[src/rtl/serial_subtractor.sv]
// Multi-cycle unsigned subtractor: diff = a - b - borrow_in, BITS_PER_CYCLE bits per clock.
// Define SERIAL_SUBTRACTOR_SAT_EN to clamp an underflowing result to zero.
module serial_subtractor #(
  parameter int unsigned WIDTH          = 8,
  parameter int unsigned BITS_PER_CYCLE = 1
) (
  input  logic             clk,
  input  logic             rst_n,
  input  logic             start,
  input  logic [WIDTH-1:0] a,
  input  logic [WIDTH-1:0] b,
  input  logic             borrow_in,
  output logic             busy,
  output logic             done,
  output logic [WIDTH-1:0] diff,
  output logic             borrow_out
);

  localparam int unsigned NumSlices = WIDTH / BITS_PER_CYCLE;
  localparam int unsigned CntW      = (NumSlices > 1) ? $clog2(NumSlices) : 1;

  if (WIDTH < 2 || BITS_PER_CYCLE == 0 || (WIDTH % BITS_PER_CYCLE) != 0) begin : g_bad_params
    $error("serial_subtractor: WIDTH must be >= 2 and a multiple of BITS_PER_CYCLE");
  end

  typedef enum logic [1:0] {StIdle, StRun, StDone} state_e;

  state_e                    state_q;
  logic [WIDTH-1:0]          a_q, b_q, res_q;
  logic                      borrow_q;
  logic [CntW-1:0]           cnt_q;
  logic [BITS_PER_CYCLE-1:0] slice_d;
  logic                      slice_br;
  logic [WIDTH-1:0]          res_next;
  logic [WIDTH-1:0]          diff_next;

  // Ripple of borrow cells across the current (lowest) slice of the operand shift registers.
  always_comb begin
    logic br;
    slice_d = '0;
    br      = borrow_q;
    for (int j = 0; j < int'(BITS_PER_CYCLE); j++) begin
      slice_d[j] = a_q[j] ^ b_q[j] ^ br;
      br         = (~a_q[j] & b_q[j]) | (~(a_q[j] ^ b_q[j]) & br);
    end
    slice_br = br;
  end

  // Slices enter at the top so the LSB slice ends up at bit 0 after the last shift.
  always_comb begin
    res_next = (res_q >> BITS_PER_CYCLE) | (WIDTH'(slice_d) << (WIDTH - BITS_PER_CYCLE));
`ifdef SERIAL_SUBTRACTOR_SAT_EN
    diff_next = slice_br ? '0 : res_next;
`else
    diff_next = res_next;
`endif
  end

  always_ff @(posedge clk or negedge rst_n) begin
    if (!rst_n) begin
      state_q    <= StIdle;
      a_q        <= '0;
      b_q        <= '0;
      res_q      <= '0;
      borrow_q   <= 1'b0;
      cnt_q      <= '0;
      busy       <= 1'b0;
      done       <= 1'b0;
      diff       <= '0;
      borrow_out <= 1'b0;
    end else begin
      unique case (state_q)
        StIdle, StDone: begin
          done <= 1'b0;
          if (start) begin
            a_q      <= a;
            b_q      <= b;
            borrow_q <= borrow_in;
            res_q    <= '0;
            cnt_q    <= '0;
            busy     <= 1'b1;
            state_q  <= StRun;
          end else begin
            state_q <= StIdle;
          end
        end
        StRun: begin
          a_q      <= a_q >> BITS_PER_CYCLE;
          b_q      <= b_q >> BITS_PER_CYCLE;
          res_q    <= res_next;
          borrow_q <= slice_br;
          cnt_q    <= cnt_q + 1'b1;
          if (cnt_q == CntW'(NumSlices - 1)) begin
            busy       <= 1'b0;
            done       <= 1'b1;
            diff       <= diff_next;
            borrow_out <= slice_br;
            state_q    <= StDone;
          end
        end
        default: state_q <= StIdle;
      endcase
    end
  end

endmodule

[config.mk]
export PLATFORM = sky130hd
export DESIGN_NAME = serial_subtractor
export DESIGN_NICKNAME = d
export VERILOG_FILES = /design/src/rtl/serial_subtractor.sv
export SDC_FILE = /design/constraint.sdc
export NUM_CORES = 1
export LEC_CHECK = 0
export ABC_AREA = 1
export ABC_CLOCK_PERIOD_IN_PS = 1300
export CAP_MARGIN = 5
export CORE_UTILIZATION = 53
export DETAILED_ROUTE_END_ITERATION = 8
export GPL_TIMING_DRIVEN = 0
export HOLD_SLACK_MARGIN = 0.03
export PLACE_DENSITY = 0.82
export SLEW_MARGIN = 15
export SYNTH_ARGS = -nofsm -noshare
export SYNTH_HDL_FRONTEND = slang
export SYNTH_SLANG_ARGS = --single-unit
[constraint.sdc]
create_clock -name clk -period 1.3 [get_ports clk]
set_input_delay 0.26 -clock clk [delete_from_list [all_inputs] [get_ports clk]]
set_output_delay 0.26 -clock clk [all_outputs]
set_load 0.02 [all_outputs]
==> results of run 1 <==
per-stage QoR:
| step | hold slack [ps] | area [sq um] | cells |
|---|---|---|---|
| 4_1_cts | 364 | 2370 | 311 |
| 3_3_place_gp | 460 | 2300 | 303 |
| 6_report | 363 | 2340 | 312 |
| 5_1_grt | 368 | 2340 | 312 |
| 2_1_floorplan | -35.6 | 1940 | 227 |
| 3_5_place_dp | 199 | 2310 | 304 |
final timing paths:
kind	end	cells after the start
min reg2reg	a_q[6]$_DFFE_PN0P_	2
max reg2reg	borrow_q$_DFFE_PN0P_	6
max in group asynchronous	cnt_q[2]$_DFFE_PN0P_	3
min in group clk	b_q[7]$_DFFE_PN0P_	3
min	cnt_q[0]$_DFFE_PN0P_	2
max	borrow_q$_DFFE_PN0P_	6
critical path: stages (launching register included):
cell                      delay [ps]
sky130_fd_sc_hd__dfrtp_1         420
sky130_fd_sc_hd__fa_1            480
sky130_fd_sc_hd__inv_1            70
sky130_fd_sc_hd__nand2_1          50
sky130_fd_sc_hd__nand2_1          70
sky130_fd_sc_hd__inv_1            50
sky130_fd_sc_hd__nand2_1          50
Yosys cell counts, drive strengths merged:
| master | count | area [sq um] |
|---|---|---|
| nand3 | 29 | 145 |
| dfrtp | 40 | 1000 |
| a21oi | 1 | 8.76 |
| nor2 | 2 | 15.0 |
| nand2 | 80 | 332 |
| buf | 10 | 90.1 |
| inv | 44 | 175 |
| fa | 1 | 20.0 |
| ha | 2 | 25.0 |
| o21ai | 18 | 128 |
cells by family (layout without fill, tap and decap cells):
| family | Yosys count | in the layout | share of synthesized area (%) |
|---|---|---|---|
| flip-flops | 40 | 40 | 51.6 |
| AND/OR/NAND/NOR | 111 | 111 | 25.4 |
| buffers and inverters | 54 | 93 | 13.7 |
| adder cells (fa/ha/maj) | 3 | 3 | 2.32 |
| AO/OA/AOI/OAI | 19 | 19 | 7.03 |
layout make-up:
cell class / count / share of cell area [%]
Clock buffer: 5 / 1.61
Sequential cell: 40 / 42.8
Buffer: 10 / 4.18
Timing Repair Buffer: 34 / 12.2
Multi-Input combinational cell: 133 / 29.2
Inverter: 44 / 7.49
Tap cell: 46 / 2.46
flip-flops by register name, indices dropped and copies added, names as in the netlist:
signal / flops
done: 1
busy: 1
cnt_q: 3
a_q: 8
b_q: 8
diff: 8
res_q: 7
state_q: 2
borrow_out: 1
borrow_q: 1
layer usage:
| layer | track usage [%] | wire (um) | vias to the layer above | share of wire [%] |
|---|---|---|---|---|
| met5 | 0 | 0 | - | 0 |
| met1 | 26.3 | 1730 | 688 | 48 |
| li1 | - | - | 764 | - |
| met3 | 4.38 | 137 | 7 | 3.8 |
| met4 | 9.88 | 61 | 0 | 1.7 |
| met2 | 31.4 | 1670 | 26 | 46 |
what timing repair did:
item,4_1_cts,5_1_grt
pin swaps,0,1
gates cloned,0,1
hold buffers,1,0
gates resized for setup,23,16
buffers inserted,1,0
setup endpoints to repair,21,22
hold endpoints to repair,15,0
power groups by stage:
stage | sequential [mW] | combinational, mW | clock, mW
floorplan | 2.30 | 2.03 | 0
finish | 2.12 | 2.99 | 0.529
global placement | 2.13 | 2.97 | 0
detailed placement | 2.16 | 3.07 | 0
CTS | 2.12 | 3.05 | 0.542
global route | 2.18 | 3.34 | 0.600
==> out/summary.md, run 1 <==
The flow ran to the end, and the final reports show no timing, DRC or antenna violations. After layout, the minimum clock period comes to 1230 ps. The setup slack at placement is -136 ps, and the number of buffers added by the clock tree synthesis step is 5. The count of nets left with antenna violations once routing finished came out at 0. Headroom to the max-slew limit came out at 75.6%. In this run, the number of DRC markers left after iteration 0 of detailed routing was 82.

Summed over all nets, the switching power comes to 2.45 mW. Setup violations remaining at the end of the flow were counted as 0. Global routing used 20.0% of the available tracks. Counting the fill cells in the layout gives 298. The post-synthesis sequential element count was 40.

In the final routed layout, each cell accounts on average for 11.5 um. The tool flagged a number of max-cap violations equal to 0. The nature of the critical path startpoint is a flop. The final-report max-slew violation count was 0.

The share of total power dissipated in sequential elements is 37.6%. The tools report the number of global-route vias before repair as 1,392. Compared with the post-synthesis result, the final layout area differs by 20.5%. The run gives 3.60 mm as the total routed wirelength.

The congestion estimate from routability-driven global placement came to 0.783. For the peak supply drop, the log shows 0.00129 V. Once detailed placement completed, the half-perimeter wirelength came to 2.55 mm.

Measured along the x axis, the die boundary spans 62.5 um. The class of the worst hold path was in2async. CTS placed an instance of sky130_fd_sc_hd__clkbuf_4 at the clock tree root.

The run gives 0 as the number of endpoints with negative hold slack in the final report. The H-tree generated during clock tree synthesis spans 2 levels. The internal power of the cells is 3.19 mW. Clock sink total: 40. The ratio of routed vias to standard cells is 4.76.

The number of different library cells used by synthesis comes to 21. The multi-input gate area in the final layout was 683 sq um; the relative contribution of combinational cells to total power was 53.0%. Summed over all failing endpoints, the final setup total negative slack is 0 ps. The tools report the maximum number of pins on one net before global-route repair as 26. Setup repair after global routing left no endpoint under its margin. The total global routing overflow came out at 0.

For this run, the detailed router's first-pass iteration total came to 4. The library cell used most frequently in the layout, excluding fill and tap cells, is sky130_fd_sc_hd__nand2_1. By startpoint and endpoint, the worst setup path is classified as reg2reg. The post-synthesis instance total was 227. The clock passes through at most 2 buffers. The register area came out at 1000 sq um. Along the worst path, the maximum fanout reaches 2.

Of the cells placed in the final design, the portion with a size suffix greater than 1 is 19.2%. The top cell types in the final layout, fill and taps aside, are 76 x sky130_fd_sc_hd__nand2_1, 40 x sky130_fd_sc_hd__inv_1, 40 x sky130_fd_sc_hd__dfrtp_1. At the pin with the least slew margin, the transition time is 366 ps. Based on the critical path, the design can be clocked at up to 0.815 GHz. TritonCTS built the clock tree. The initial utilization of the core area, before any placement, comes to 56.8%.

After layout, the worst path uses 94.3% of the clock period. The worst register-to-register path begins at a_q[0]$_DFFE_PN0P_. The die is 62.5 um tall. The total area inside the core boundary comes to 3420 sq um. STA classifies the critical path endpoint as a flop. Port buffering added 30 buffers.

The die covers 3910 sq um. The number of antenna violations at the first check in global routing is 0, and the antenna diode instance count is 0. In this run the mean area of a mapped cell was 8.54 sq um. The run gives 1.28 nW as the static leakage. In the routed design, unresolved DRC markers number 0. For the number of synthesis warnings, the log shows 0.

For the net total in the final layout, the log shows 291. The run gives 1,485 as the via count. For the clock latency on the worst-skew pair, the log shows 330 ps. The final design utilization came out at 68.4%. Power consumption: 5.64 mW. The launch point of the worst path was a_q[0]$_DFFE_PN0P_. The share of synthesized area occupied by flip-flops and latches is 51.6%, and the power per unit of standard cell area is 2410 nW/um^2. For the worst setup path, the data required time is 1580 ps. For the worst setup path, the data arrival time is 1510 ps. In this run the core area contains 21 standard-cell rows. The worst reg-to-reg setup slack was 70 ps. The net count of the mapped netlist was 250.

The clock slew seen by the registers of the worst setup and hold paths is 100 ps, and the wire length of the first global-routing pass is 6.04 mm. The part of the total power dissipated in the clock network is 9.4%. The tools report the worst-case setup margin in the final layout as 73.5 ps. On the final layout, the worst clock skew is 9.85 ps.

In this run the cell area of the synthesized design comes to 1940 sq um. Net switching fraction of the power: 43.5%. In this run the count of I/O pins placed on the die edge is 31.
Power figures use the tool's default switching activity.
==> inputs of run 2 (changes only) <==
--- a/config.mk
+++ b/config.mk
@@ -8,11 +8,11 @@
 export ABC_AREA = 1
 export ABC_CLOCK_PERIOD_IN_PS = 1300
 export CAP_MARGIN = 5
-export CORE_UTILIZATION = 53
+export CORE_UTILIZATION = 38
 export DETAILED_ROUTE_END_ITERATION = 8
 export GPL_TIMING_DRIVEN = 0
 export HOLD_SLACK_MARGIN = 0.03
-export PLACE_DENSITY = 0.82
+export PLACE_DENSITY = 0.63
 export SLEW_MARGIN = 15
 export SYNTH_ARGS = -nofsm -noshare
 export SYNTH_HDL_FRONTEND = slang
==> run 2 against run 1 <==
- flip-flop and latch count stayed put
- register-to-register slack hardly changed
- global-route usage is 3.9 points lower
- hold slack better by 78 ps
- clock skew is 1.5 ps higher
- sequential share of layout area is 2.8 points lower
- largest cell class unchanged
- largest power group unchanged
==> out/summary.md, run 2 (synthesis results as in run 1) <==
The ratio of routed vias to standard cells was 4.45 (was 4.76). For the H-tree level count, the log shows 2 (unchanged). The area of the die was 5390 sq um (was 3910 sq um); the fraction of final layout cells sized beyond drive strength 1 was 16.3% (was 19.2%). The logs give 0 (unchanged) for the number of nets with antenna violations after detailed routing and 0.00108 V (was 0.00129 V) for the peak supply drop. The endpoint kind of the worst setup timing path was an output pin (was a flop). Nature of the critical path startpoint: a flop (unchanged).

The combined global-route utilization of all metal layers came out at 16.1% (was 20.0%). The vertical die dimension works out to 73.4 um (was 62.5 um). The run gives 7 (was 4) as the detailed-router iteration count before antenna repair. Commonest non-fill, non-tap cells in the layout: 76 x sky130_fd_sc_hd__nand2_1, 40 x sky130_fd_sc_hd__inv_1, 40 x sky130_fd_sc_hd__dfrtp_1 (unchanged).

The clock period minus final worst setup slack came out at 1260 ps (was 1230 ps). The data required time of the critical path was 1040 ps (was 1580 ps). The tools report the number of global-route vias before repair as 1,450 (was 1,392). The number of antenna violations at the first check in global routing is 0 (unchanged). TritonCTS built the clock tree. The delay of the slowest cell on the worst path came out at 390 ps (was 480 ps).

The run gives 78 (was 82) as the number of violations reported at the end of detailed-routing iteration 0. Top flop regs: a_q: 8 flops, b_q: 8 flops, diff: 8 flops (unchanged). The class of the worst hold path was in2async (unchanged). The post-layout instance count excluding filler cells is 337 (was 312). Total routed wirelength: 3.79 mm (was 3.60 mm).

For the power consumption, the log shows 6.24 mW (was 5.64 mW). The run gives 0 (unchanged) as the number of violations of the max-capacitance limit. The run gives 0 ps (unchanged) as the setup total negative slack.

Cell-by-cell listing of the critical path: dlygate4sd2_1 (was fa_1, inv_1, nand2_1, nand2_1, inv_1, nand2_1). Slowest cell on the critical path: sky130_fd_sc_hd__dfrtp_1 (was sky130_fd_sc_hd__fa_1). The final weighted congestion of routability-driven global placement is 0.728 (was 0.783). The run gives 0 (unchanged) as the number of endpoints with negative hold slack in the final report.

The tools report the final-report max-slew violation count as 0 (unchanged). The run finished with clean final reports. For the area of the placeable core, the log shows 4820 sq um (was 3420 sq um). The die width came out at 73.4 um (was 62.5 um). Setup repair after global routing left no endpoint under its margin.

The net switching fraction of the power works out to 40.0% (was 43.5%). The clock slew seen by the registers of the worst setup and hold paths works out to 80 ps (was 100 ps). The count of port buffers added during placement is 30 (unchanged), and the post-detailed-route wirelength per cell is 11.3 um (was 11.5 um). For the number of failing setup endpoints in the final timing report, the log shows 0 (unchanged).

Pin slew with the least headroom to its limit: 454 ps (was 366 ps). The tools report the internal power of the cells as 3.75 mW (was 3.19 mW). The arrival time of the worst setup path was 1000 ps (was 1510 ps); the power per unit of standard cell area was 2490 nW/um^2 (was 2410 nW/um^2). For the sum of net half-perimeters after detailed placement, the log shows 2.55 mm (about the same). The logs give 0.792 GHz (was 0.815 GHz) for the fmax and 0 (unchanged) for the number of DRC violations after detailed routing.

The post-place instance area came out at 2350 sq um (was 2310 sq um). The number of buffer and inverter stages on the critical path is 1 (was 2). The clock sink total is 40 (unchanged). The CTS root buffer is sky130_fd_sc_hd__clkbuf_8 (was sky130_fd_sc_hd__clkbuf_4). The tools report the maximum buffer depth of the clock tree as 2 (unchanged).

The static leakage was 1.34 nW (was 1.28 nW). The floorplan row count was 25 (was 21); the area added between synthesis and finish was 29.0% (was 20.5%). The relative contribution of combinational cells to total power is 48.2% (was 53.0%), and the post-layout instance area is 2500 sq um (was 2340 sq um). The critical setup path kind was reg2out (was reg2reg).

The setup slack at placement was -160 ps (was -136 ps); the number of cells after detailed placement was 325 (was 304). Most common cell after layout, fill and taps aside: sky130_fd_sc_hd__nand2_1 (unchanged). The part of the total power dissipated in the clock network was 17.8% (was 9.4%).

The logs give 69.7% (was 75.6%) for the worst slew margin relative to its limit and 40.3% (was 56.8%) for the starting utilization of the core area. The worst-case setup margin in the final layout came out at 37.0 ps (was 73.5 ps). The largest fanout on the critical path is 2 (unchanged). The setup clock skew after layout is 11.4 ps (was 9.85 ps). The tools report the net total in the final layout as 292 (was 291).

The total global routing overflow was 0 (unchanged). The top cell family by delay on the critical path was flip-flops (was adder cells). The number of primary I/O pins was 31 (unchanged); the reported net switching power was 2.50 mW (was 2.45 mW). The clock latency on the worst-skew pair was 290 ps (was 330 ps); the number of buffers added by the clock tree synthesis step was 5 (unchanged). For the antenna diode instance count, the log shows 0 (unchanged). The worst reg-to-reg setup slack came out at 70 ps (about the same). For the maximum number of pins on one net before global-route repair, the log shows 24 (was 26). The post-route fraction of the period consumed by the critical path is 97.2% (was 94.3%). The wire length of the first global-routing pass is 6.56 mm (was 6.04 mm).

The sequential cell fraction of total power was 33.9% (was 37.6%). Via count: 1,501 (was 1,485).
-- run 2: final timing paths --
check,startpoint,to,cells after the start
min in group clk,diff[7]$_DFFE_PN0P_,diff[7]$_DFFE_PN0P_,2
max in group asynchronous,rst_n,b_q[3]$_DFFE_PN0P_,3
max reg2reg,cnt_q[0]$_DFFE_PN0P_,diff[7]$_DFFE_PN0P_,7
min reg2reg,diff[7]$_DFFE_PN0P_,diff[7]$_DFFE_PN0P_,2
max,diff[2]$_DFFE_PN0P_,diff[2],1
min,rst_n,diff[1]$_DFFE_PN0P_,2
-- run 2: cell type report --
cell class,count,area [sq um]
plain buffers,10,93.8
flip-flops and latches,40,1000
multi-input cells,133,678
inverters,44,175
well taps,67,83.8
clock inverters,1,30.0
repair buffers,35,344
fillers,485,2310
clock buffers,7,96.3
-- run 2: power by group through the flow --
stage                     Combinational, mW  Clock [mW]  Sequential [mW]
after floorplan                        2.03           0             2.30
after global placement                 3.00           0             2.14
after CTS                              3.01        1.13             2.12
after detailed placement               3.07           0             2.15
after global routing                   3.40        1.19             2.19
final                                  3.01        1.11             2.12
-- run 2: through the flow --
step,utilization (%),hold WS (ps)
floorplan,-,-35.6
global placement,48.2,460
detailed placement,48.7,233
CTS,51.5,452
global route,51.9,489
finish,51.9,441
-- run 2: repair_timing --
action | CTS | global route
setup endpoints to repair | 21 | 14
gates cloned | 0 | 1
pin swaps | 0 | 1
hold buffers | 1 | 0
gates resized for setup | 12 | 5
buffers inserted | 1 | 1
hold endpoints to repair | 17 | 0
-- run 2: layer usage --
metal	global-route usage, %	part of all wire [%]
met1	21.0	50
met2	25.7	45
met3	4.12	4.2
met4	6.41	1.5
met5	0	0
==> inputs of run 3 (changes only) <==
--- a/config.mk
+++ b/config.mk
@@ -12,7 +12,6 @@
 export DETAILED_ROUTE_END_ITERATION = 8
 export GPL_TIMING_DRIVEN = 0
 export HOLD_SLACK_MARGIN = 0.03
-export PLACE_DENSITY = 0.63
 export SLEW_MARGIN = 15
 export SYNTH_ARGS = -nofsm -noshare
 export SYNTH_HDL_FRONTEND = slang
==> run 3 against run 2 <==
- cell area fell by 2.0%
- highest routed layer unchanged
- power fell by 5.3%
- via count decreased by 2.5%
==> out/summary.md, run 3 (synthesis results as in run 1) <==
The run finished with clean final reports. The logs give 2450 sq um (was 2500 sq um) for the post-layout instance area and 4820 sq um (unchanged) for the area of the placeable core. The arrival time of the worst setup path is 1000 ps (about the same), and the number of DRC violations after detailed routing is 0 (unchanged). The number of failing setup endpoints in the final timing report was 0 (unchanged). The critical path depth in cells works out to 1 (unchanged). For the via count, the log shows 1,463 (was 1,501). The tools report the CTS root buffer as sky130_fd_sc_hd__clkbuf_8 (unchanged). The pin slew with the least headroom to its limit is 372 ps (was 454 ps), and the number of nets with antenna violations after detailed routing is 0 (unchanged).

The run gives 50.9% (was 51.9%) as the final design utilization. The combined global-route utilization of all metal layers came out at 15.4% (was 16.1%). The tools report the detailed-router iteration count before antenna repair as 4 (was 7). The tools report the area of the die as 5390 sq um (unchanged).

The number of primary I/O pins came out at 31 (unchanged). The fmax was 0.796 GHz (was 0.792 GHz); the number of violations reported at the end of detailed-routing iteration 0 was 82 (was 78). Top cell family by delay on the critical path: flip-flops (unchanged). The run gives 1,310 (was 1,450) as the number of global-route vias before repair. The area added between synthesis and finish is 26.5% (was 29.0%), and the power consumption is 5.91 mW (was 6.24 mW). Nature of the critical path startpoint: a flop (unchanged).

Commonest non-fill, non-tap cells in the layout: 76 x sky130_fd_sc_hd__nand2_1, 40 x sky130_fd_sc_hd__inv_1, 40 x sky130_fd_sc_hd__dfrtp_1 (unchanged). Worst-case setup margin in the final layout: 44.1 ps (was 37.0 ps). The ratio of routed vias to standard cells was 4.34 (was 4.45). The tools report the internal power of the cells as 3.44 mW (was 3.75 mW). For the setup slack at placement, the log shows -134 ps (was -160 ps).

The tools report the final weighted congestion of routability-driven global placement as 0.737 (was 0.728). Critical setup path kind: reg2out (unchanged). Clock slew seen by the registers of the worst setup and hold paths: 80 ps (about the same). TritonCTS built the clock tree. The clock sink total came out at 40 (unchanged).

Top flop regs: a_q: 8 flops, b_q: 8 flops, diff: 8 flops (unchanged). Cell-by-cell listing of the critical path: dlygate4sd2_1 (unchanged). The fraction of final layout cells sized beyond drive strength 1 is 15.9% (was 16.3%), and the number of buffers added by the clock tree synthesis step is 5 (unchanged). The number of endpoints with negative hold slack in the final report is 0 (unchanged). The peak supply drop is 0.00139 V (was 0.00108 V). The most common cell after layout, fill and taps aside is sky130_fd_sc_hd__nand2_1 (unchanged). The largest fanout on the critical path works out to 2 (unchanged).

The sum of net half-perimeters after detailed placement was 2.58 mm (was 2.55 mm); the power per unit of standard cell area was 2410 nW/um^2 (was 2490 nW/um^2). The setup clock skew after layout is 9.62 ps (was 11.4 ps), and the die width is 73.4 um (unchanged). The number of buffer and inverter stages on the critical path was 1 (unchanged); the part of the total power dissipated in the clock network was 13.2% (was 17.8%).

For the starting utilization of the core area, the log shows 40.3% (unchanged). The logs give 293 (was 292) for the net total in the final layout and 0 (unchanged) for the antenna diode instance count. The reported net switching power was 2.47 mW (was 2.50 mW). The class of the worst hold path was in2async (unchanged). The worst slew margin relative to its limit is 75.2% (was 69.7%). The slowest cell on the critical path is sky130_fd_sc_hd__dfrtp_1 (unchanged). The maximum buffer depth of the clock tree was 2 (unchanged). The post-detailed-route wirelength per cell came out at 11.2 um (was 11.3 um).

The delay of the slowest cell on the worst path is 390 ps (about the same), and the relative contribution of combinational cells to total power is 51.1% (was 48.2%). The count of port buffers added during placement was 30 (unchanged); the post-route fraction of the period consumed by the critical path was 96.6% (was 97.2%). The net switching fraction of the power is 41.9% (was 40.0%), and the floorplan row count is 25 (unchanged). The multi-input gate area in the final layout came out at 683 sq um (was 678 sq um). The total routed wirelength was 3.76 mm (was 3.79 mm). The tools report the data required time of the critical path as 1040 ps (about the same). For the wire length of the first global-routing pass, the log shows 6.19 mm (was 6.56 mm). Setup repair after global routing left no endpoint under its margin.

Static leakage: 1.33 nW (was 1.34 nW). For the post-place instance area, the log shows 2340 sq um (was 2350 sq um). The run gives 2 (unchanged) as the H-tree level count. The logic depth of the worst register-to-register path was 7 (unchanged).

The final-report max-slew violation count was 0 (unchanged); the total global routing overflow was 0 (unchanged). The clock period minus final worst setup slack is 1260 ps (about the same), and the maximum number of pins on one net before global-route repair is 27 (was 24). The number of antenna violations at the first check in global routing was 0 (unchanged); the sequential cell fraction of total power was 35.7% (was 33.9%). The logs give 290 ps (about the same) for the clock latency on the worst-skew pair and 337 (unchanged) for the post-layout instance count excluding filler cells. The number of cells after detailed placement came out at 325 (unchanged).

The endpoint kind of the worst setup timing path was an output pin (unchanged). The number of violations of the max-capacitance limit was 0 (unchanged); the vertical die dimension was 73.4 um (unchanged). The logs give 517 (was 485) for the number of fillers in the final layout and 1000 sq um (unchanged) for the register area.
run 3: worst paths after layout:
check                                  startpoint                    to  slack (ps)
hold / removal                              rst_n   diff[4]$_DFFE_PN0P_         410
setup reg to reg             cnt_q[0]$_DFFE_PN0P_   diff[7]$_DFFE_PN0P_          90
hold reg to reg                  busy$_DFFE_PN0P_      busy$_DFFE_PN0P_         480
max in group asynchronous                   rst_n  cnt_q[2]$_DFFE_PN0P_         430
setup / recovery           borrow_out$_DFFE_PN0P_            borrow_out          40
min in group clk                 busy$_DFFE_PN0P_      busy$_DFFE_PN0P_         480
run 3: layout make-up:
class	instances	area share, %
Buffer	10	3.82
Clock buffer	6	2.96
Clock inverter	1	0.204
Inverter	44	7.14
Multi-Input combinational cell	133	27.8
Sequential cell	40	40.8
Tap cell	67	3.42
Timing Repair Buffer	36	13.8
run 3: power groups by stage:
stage          logic [mW]  registers [mW]  clock network, mW
3_3_place_gp         3.04            2.13                  0
2_1_floorplan        2.03            2.30                  0
3_5_place_dp         3.08            2.14                  0
6_report             3.02            2.11              0.780
5_1_grt              3.41            2.18              0.864
4_1_cts              3.04            2.11              0.806
run 3: through the flow:
stage / setup TNS [ps] / hold WS (ps)
after floorplan: 0 / -35.6
after global placement: -46550 / 459
after detailed placement: -2330 / 200
after CTS: 0 / 423
after global routing: 0 / 453
final: 0 / 410
run 3: what timing repair did:
action,in CTS,in global routing
cloned,2,0
hold buffers,1,0
endpoints found under the setup margin,21,8
pin swaps,0,1
gates resized for setup,14,2
buffers inserted,1,1
endpoints found under the hold margin,14,0
run 3: worst reg2reg max path, cell delays in order, from the launching register on:
cell	delay (ps)
sky130_fd_sc_hd__dfrtp_1	390
sky130_fd_sc_hd__ha_1	210
sky130_fd_sc_hd__ha_2	200
sky130_fd_sc_hd__nand2_4	80
sky130_fd_sc_hd__buf_6	120
sky130_fd_sc_hd__inv_2	30
sky130_fd_sc_hd__nand2_1	40
sky130_fd_sc_hd__nand2_1	40
run 3: per-layer routing:
metal  GRT usage (%)  share of wire (%)
met1            22.2                 52
met2            22.3                 43
met3            3.29                3.4
met4            6.41                1.6
met5               0                  0
